### config.mk
export PLATFORM = sky130hd
export DESIGN_NAME = mdu
export DESIGN_NICKNAME = d
export VERILOG_FILES = /design/src/rtl/mdu_pkg.sv /design/src/rtl/mdu_div_step.sv /design/src/rtl/mdu.sv
export SDC_FILE = /design/constraint.sdc
export NUM_CORES = 1
export LEC_CHECK = 0
export CAP_MARGIN = 30
export CORE_MARGIN = 2
export CORE_UTILIZATION = 50
export CTS_CLUSTER_SIZE = 40
export DETAILED_ROUTE_END_ITERATION = 7
export GPL_TIMING_DRIVEN = 0
export PLACE_DENSITY = 0.68
export SYNTH_ARGS = -nofsm -noshare
export SYNTH_HDL_FRONTEND = slang
export SYNTH_SLANG_ARGS = --single-unit
### constraint.sdc
create_clock -name clk -period 9.5 [get_ports clk]
set_clock_uncertainty 0.05 [all_clocks]
set_input_delay 1.9 -clock clk [delete_from_list [all_inputs] [get_ports clk]]
set_output_delay 1.9 -clock clk [all_outputs]
set_load 0.05 [all_outputs]
### src/rtl/mdu_pkg.sv
// mdu_pkg: shared encodings for the multiply/divide unit.
//   - Operation select codes driven on mdu.op_i.
//   - FSM state codes used inside mdu.
//   - Small decode helpers for the operation select.
package mdu_pkg;

  // Operation select
  localparam logic [1:0] MDU_MULT  = 2'b00;
  localparam logic [1:0] MDU_MULTU = 2'b01;
  localparam logic [1:0] MDU_DIV   = 2'b10;
  localparam logic [1:0] MDU_DIVU  = 2'b11;

  // FSM states
  localparam logic [1:0] MDU_ST_IDLE    = 2'd0;
  localparam logic [1:0] MDU_ST_RUN     = 2'd1;
  localparam logic [1:0] MDU_ST_DIVZERO = 2'd2;
  localparam logic [1:0] MDU_ST_DONE    = 2'd3;

  function automatic logic mdu_is_div(input logic [1:0] op);
    return op[1];
  endfunction

  function automatic logic mdu_is_signed(input logic [1:0] op);
    return ~op[0];
  endfunction

endpackage

### src/rtl/mdu_div_step.sv
// mdu_div_step: one restoring radix-2 divide iteration.
//   i_partial  [WIDTH:0]   previous remainder shifted left with the next dividend bit
//   i_divisor  [WIDTH-1:0] divisor magnitude
//   o_rem      [WIDTH-1:0] next partial remainder
//   o_qbit                 quotient bit produced by this iteration
module mdu_div_step #(
  parameter int unsigned WIDTH = 32
) (
  input  logic [WIDTH:0]   i_partial,
  input  logic [WIDTH-1:0] i_divisor,
  output logic [WIDTH-1:0] o_rem,
  output logic             o_qbit
);

  logic [WIDTH-1:0] w_diff;

  // Modular difference is exact whenever the subtraction is taken (result < divisor).
  assign w_diff = i_partial[WIDTH-1:0] - i_divisor;
  assign o_qbit = (i_partial >= {1'b0, i_divisor});
  assign o_rem  = o_qbit ? w_diff : i_partial[WIDTH-1:0];

endmodule

### src/rtl/mdu.sv
// mdu: iterative multiply/divide unit for a pipelined CPU.
//   clk, rst (async, active-low)
//   start_i, op_i[1:0], opdata1_i, opdata2_i : operation request
//   annul_i     : kill the operation in flight
//   stallreq_o  : hold the pipeline while busy
//   ready_o     : one-cycle result-valid pulse; hi_o/lo_o hold until the next result
// Optional build macro: MDU_FAST_MUL_EN selects a single-cycle combinational multiplier
// for MULT/MULTU; division is always iterative.
module mdu
  import mdu_pkg::*;
#(
  parameter int unsigned WIDTH = 32
) (
  input  logic             clk,
  input  logic             rst,
  input  logic             start_i,
  input  logic [1:0]       op_i,
  input  logic [WIDTH-1:0] opdata1_i,
  input  logic [WIDTH-1:0] opdata2_i,
  input  logic             annul_i,
  output logic             stallreq_o,
  output logic             ready_o,
  output logic [WIDTH-1:0] hi_o,
  output logic [WIDTH-1:0] lo_o
);

  localparam int unsigned CntW = $clog2(WIDTH) + 1;
  localparam logic [CntW-1:0] LastCnt = CntW'(WIDTH - 1);

  logic [1:0]         r_state, w_state_next;
  logic [1:0]         r_op;
  logic [CntW-1:0]    r_cnt;
  logic               r_neg_q, r_neg_r;
  logic [WIDTH-1:0]   r_b, r_hi, r_lo;
  logic [2*WIDTH-1:0] r_acc;

  logic               w_start_ok, w_signed, w_load;
  logic [WIDTH-1:0]   w_abs1, w_abs2, w_rem, w_res_hi, w_res_lo;
  logic               w_qbit;
  logic [WIDTH:0]     w_mul_sum;
  logic [2*WIDTH-1:0] w_mul_next, w_div_next, w_step, w_prod;

  assign w_start_ok = start_i & ~annul_i;
  assign w_signed   = mdu_is_signed(op_i);
  // Magnitudes; the most-negative value maps onto itself, read as unsigned.
  assign w_abs1 = (w_signed && opdata1_i[WIDTH-1]) ? -opdata1_i : opdata1_i;
  assign w_abs2 = (w_signed && opdata2_i[WIDTH-1]) ? -opdata2_i : opdata2_i;

  // r_acc holds {upper/remainder, multiplier/dividend}; r_b is multiplicand/divisor.
  assign w_mul_sum  = {1'b0, r_acc[2*WIDTH-1:WIDTH]} + {1'b0, (r_acc[0] ? r_b : '0)};
  assign w_mul_next = {w_mul_sum, r_acc[WIDTH-1:1]};

  mdu_div_step #(
    .WIDTH (WIDTH)
  ) u_div_step (
    .i_partial ({r_acc[2*WIDTH-1:WIDTH], r_acc[WIDTH-1]}),
    .i_divisor (r_b),
    .o_rem     (w_rem),
    .o_qbit    (w_qbit)
  );

  assign w_div_next = {w_rem, r_acc[WIDTH-2:0], w_qbit};
  assign w_step     = mdu_is_div(r_op) ? w_div_next : w_mul_next;

  // Result with sign correction, computed as it is loaded into hi/lo.
  always_comb begin
    w_res_hi = r_hi;
    w_res_lo = r_lo;
    w_prod   = '0;
    if (r_state == MDU_ST_DIVZERO) begin
      // Undoing the magnitude step restores the original dividend.
      w_res_hi = r_neg_r ? -r_acc[WIDTH-1:0] : r_acc[WIDTH-1:0];
      w_res_lo = '1;
    end else if (mdu_is_div(r_op)) begin
      w_res_hi = r_neg_r ? -w_step[2*WIDTH-1:WIDTH] : w_step[2*WIDTH-1:WIDTH];
      w_res_lo = r_neg_q ? -w_step[WIDTH-1:0] : w_step[WIDTH-1:0];
    end else begin
      w_prod   = r_neg_q ? -w_step : w_step;
      w_res_hi = w_prod[2*WIDTH-1:WIDTH];
      w_res_lo = w_prod[WIDTH-1:0];
    end
`ifdef MDU_FAST_MUL_EN
    if (r_state == MDU_ST_IDLE) begin
      w_prod = {{WIDTH{1'b0}}, w_abs1} * {{WIDTH{1'b0}}, w_abs2};
      if (w_signed && (opdata1_i[WIDTH-1] ^ opdata2_i[WIDTH-1])) begin
        w_prod = -w_prod;
      end
      w_res_hi = w_prod[2*WIDTH-1:WIDTH];
      w_res_lo = w_prod[WIDTH-1:0];
    end
`endif
  end

  always_comb begin
    w_state_next = r_state;
    w_load       = 1'b0;
    case (r_state)
      MDU_ST_IDLE: begin
        if (w_start_ok) begin
          if (mdu_is_div(op_i) && (opdata2_i == '0)) begin
            w_state_next = MDU_ST_DIVZERO;
`ifdef MDU_FAST_MUL_EN
          end else if (!mdu_is_div(op_i)) begin
            w_state_next = MDU_ST_DONE;
            w_load       = 1'b1;
`endif
          end else begin
            w_state_next = MDU_ST_RUN;
          end
        end
      end
      MDU_ST_RUN: begin
        if (r_cnt == LastCnt) begin
          w_state_next = MDU_ST_DONE;
          w_load       = 1'b1;
        end
      end
      MDU_ST_DIVZERO: begin
        w_state_next = MDU_ST_DONE;
        w_load       = 1'b1;
      end
      MDU_ST_DONE: w_state_next = MDU_ST_IDLE;
      default:     w_state_next = MDU_ST_IDLE;
    endcase
    // Annul overrides everything, including a result about to land.
    if (annul_i) begin
      w_state_next = MDU_ST_IDLE;
      w_load       = 1'b0;
    end
  end

  always_ff @(posedge clk or negedge rst) begin
    if (!rst) begin
      r_state <= MDU_ST_IDLE;
      r_cnt   <= '0;
      r_op    <= MDU_MULT;
      r_neg_q <= 1'b0;
      r_neg_r <= 1'b0;
      r_b     <= '0;
      r_acc   <= '0;
      r_hi    <= '0;
      r_lo    <= '0;
    end else begin
      r_state <= w_state_next;
      r_cnt   <= ((r_state == MDU_ST_RUN) && (w_state_next == MDU_ST_RUN)) ?
                 r_cnt + 1'b1 : '0;
      if ((r_state == MDU_ST_IDLE) && w_start_ok) begin
        r_op    <= op_i;
        r_b     <= w_abs2;
        r_acc   <= {{WIDTH{1'b0}}, w_abs1};
        r_neg_q <= w_signed & (opdata1_i[WIDTH-1] ^ opdata2_i[WIDTH-1]);
        r_neg_r <= w_signed & opdata1_i[WIDTH-1];
      end else if (r_state == MDU_ST_RUN) begin
        r_acc <= w_step;
      end
      if (w_load) begin
        r_hi <= w_res_hi;
        r_lo <= w_res_lo;
      end
    end
  end

  assign ready_o    = (r_state == MDU_ST_DONE);
  // rst gates the start term so the stall is low while reset is held.
  assign stallreq_o = ((r_state == MDU_ST_IDLE) & w_start_ok & rst) |
                      (r_state == MDU_ST_RUN) | (r_state == MDU_ST_DIVZERO);
  assign hi_o       = r_hi;
  assign lo_o       = r_lo;

endmodule

==> results.py <==
metrics = {
    "hold_path": {
        "whs_path_depth": 1,
        "hp-class": "reg2reg",
        "min_to": "r_cnt[0]",
        "min_from": "r_cnt[0]",
    },
    "clock_tree": {
        "cts_resized": 0,
        "cts.clk_slew.worst_paths_ns": 0.07,
        "cts_tree": "built",
        "htree_levels": 4,
        "hold_buffers": 0,
        "cts_buffers": 17,
        "cts_sinks": 171,
        "insertion_delay_ns": 0.47,
        "cts_root_buf": "clkbuf_16",
        "cts_setup_buffers": 0,
        "cts_buffer_depth": 2,
    },
    "critical_path": {
        "worstPathCellList": "inv_1, ha_1, buf_4, and4_1, and2_1, and4_1, or3_1, buf_2, nor3_1, or2_2, ha_1, nor3b_1, nand2_1, o21ai_0, nand2b_1, clkbuf_1, a21oi_1, nor3_1, a21oi_1, xnor2_1, mux2i_1, o21ai_0",
        "crit_arrival_ns": 7.38,
        "crit_type": "reg2reg",
        "cp_max_fo": 10,
        "rr_endpoint": "hi_o[18]",
        "ff2ff_setup_slack_ns": 2.46,
        "endpoint_kind": "register",
        "critical_path.slowest_cell": "nor3b_1",
        "reg2regPathDepth": 22,
        "reg2reg_from": "r_b[9]",
        "max_stage_delay_ns": 0.72,
        "critPathLaunchType": "register",
        "crit_required_ns": 9.83,
    },
    "synth": {
        "syn_inst": 2123,
        "ys_seq_elements": 171,
        "netlist.top_cell.by_area": "dfrtp_1",
        "synth_flop_cell": "dfrtp_1",
        "async_flop_share_pct": 100.0,
        "synth_nets": 2270,
        "synth.cell_area_um2": 16230,
        "yosysSeqAreaShare_pct": 26.36,
        "synth.top_cell.area_share_pct": 26.36,
        "yosysUniqueCellTypes": 106,
        "synth-edff-count": 0,
        "yosys_warnings": 0,
        "syn_area_per_cell_um2": 7.647,
        "yosys-top-cells-area": "dfrtp_1 (26%), ha_1 (5.8%), nand2_1 (5.8%), xnor2_1 (5.7%), a21oi_1 (5.7%)",
    },
    "route": {
        "finalWirelength_mm": 64.47,
        "drt-initial-drc-count": 2159,
        "drcViolationCount": 0,
        "firstDrtPassIters": 6,
        "antenna_left": 0,
        "drt-wirelength-per-cell_um": 23.64,
        "via_count": 17540,
        "avgViaCountPerCell": 6.431,
    },
    "outcome": {
        "status": "finished, final reports clean",
    },
    "timing": {
        "max_clock_freq_mhz": 142.0,
        "rsz0062_at_grt": "false",
        "report.final.slew_viol_count": 0,
        "worstMarginPinSlew_ns": 1.165,
        "finalHoldViolCount": 0,
        "finalSetupViolCount": 0,
        "maxSlewHeadroom_pct": 22.30,
        "min_period_over_period_pct": 74.15,
        "min_period_ns": 7.044,
    },
    "grt": {
        "antenna_found_initial": 2,
        "track_usage_pct": 38.17,
        "grt_pass1_vias": 16150,
        "grt_pass1_wl_mm": 97.64,
        "grt_max_degree": 99,
        "gr-total-overflow": 0,
    },
    "die": {
        "ios": 136,
        "start_util_pct": 51.05,
        "num_rows": 65,
        "core_area_um2": 31800,
        "die_h_um": 184.2,
        "dieWidth_um": 184.2,
        "die-area_um2": 33930,
    },
    "cells_and_area": {
        "area_growth_pct": 15.98,
        "drive_gt1_share_pct": 5.366,
        "layout_commonest_cell": "nand2_1",
        "fillCellCount": 2999,
        "n_antenna_cell": 0,
        "fin_nets": 2426,
        "final_cell_mix": "nand2_1 (250), nor2_1 (220), a21oi_1 (184), dfrtp_1 (171), o21ai_0 (165)",
        "final_area_um2": 18830,
    },
    "flow_run": {
        "drv_cap": 0,
    },
    "placed_design": {
        "gp_congestion": 1.048,
        "place_area_um2": 18170,
        "dp_hpwl_mm": 51.47,
        "portBuffers": 135,
    },
}
[layout make-up]
| class | count | area [um^2] | share of cell area (%) |
|---|---|---|---|
| multi-input combinational | 1737 | 11090 | 58.88 |
| clock buffer | 19 | 442.9 | 2.352 |
| clock inverter | 13 | 207.7 | 1.103 |
| sequential | 171 | 4279 | 22.73 |
| timing repair buffer | 137 | 1395 | 7.409 |
| inverter | 80 | 300.3 | 1.595 |
| tap | 435 | 544.3 | 2.891 |
| buffer | 135 | 573.1 | 3.043 |
[kinds of logic (layout without fill, tap and decap cells)]
family                   after synthesis  after routing  share of synthesized area, %
AND/OR/NAND/NOR                      774            774                         22.79
multiplexers                          54             54                         3.353
adder cells (fa/ha/maj)               77             77                         6.027
XOR/XNOR                             178            178                         9.603
buffers and inverters                215            384                         5.379
flip-flops                           171            171                         26.36
AO/OA/AOI/OAI                        654            654                         26.49
[through the flow]
step                      utilization [%]  hold slack (ns)  setup slack [ns]  instances  setup TNS [ns]
final                               59.21           0.4134             2.456       2727               0
after global routing                59.21           0.4286             2.405       2727               0
after CTS                           59.18           0.4178             2.742       2726               0
after floorplan                         -           0.3829             4.784       2123               0
after detailed placement            57.13           0.4059             2.819       2694               0
after global placement              57.01           0.3948            -1.891       2693          -91.39
[cells in the mapped netlist (all sizes together) (51+ instances only)]
library cell,number
nand2,251
nor2,222
a21oi,189
dfrtp,171
o21ai,171
xnor2,106
clkbuf,91
inv,79
ha,75
xor2,72
nor3,67
mux2i,51
o211ai,51
[per-layer routing]
layer	vias up	share of wire (%)	track usage, %
met5	-	0	0
met4	0	3.4	13.66
met3	137	11	10.06
met2	928	42	55.31
met1	8505	44	54.44
li1	7968	-	-
[registers in the layout, summed over array words and instances, names as in the netlist]
register	cells
r_state	2
lo_o	32
r_cnt	6
r_neg_r	1
r_op	1
r_b	32
hi_o	32
r_neg_q	1
r_acc	64
[worst max-delay path: cells and delay by family, from the launching register on]
family	cells	cell delay [ns]
AO/OA/AOI/OAI	4	1.09
XOR/XNOR	1	0.34
adder cells (fa/ha/maj)	2	0.49
buffers and inverters	4	0.98
flip-flops	1	0.38
multiplexers	1	0.21
AND/OR/NAND/NOR	10	3.39
[worst max-delay path by stage]
stage,start,end,slack [ns],depth (start not counted)
2_1_floorplan,annul_i,stallreq_o,4.78,3
3_3_place_gp,rst,stallreq_o,-1.89,3
3_5_place_dp,r_b[6],hi_o[26],2.82,21
4_1_cts,r_acc[61],hi_o[26],2.74,19
5_1_grt,r_b[6],hi_o[26],2.40,21
6_report,r_b[9],hi_o[18],2.46,22
Power is not shown: default switching activity piles up to over one toggle a cycle in this logic, so the estimate is an artifact.
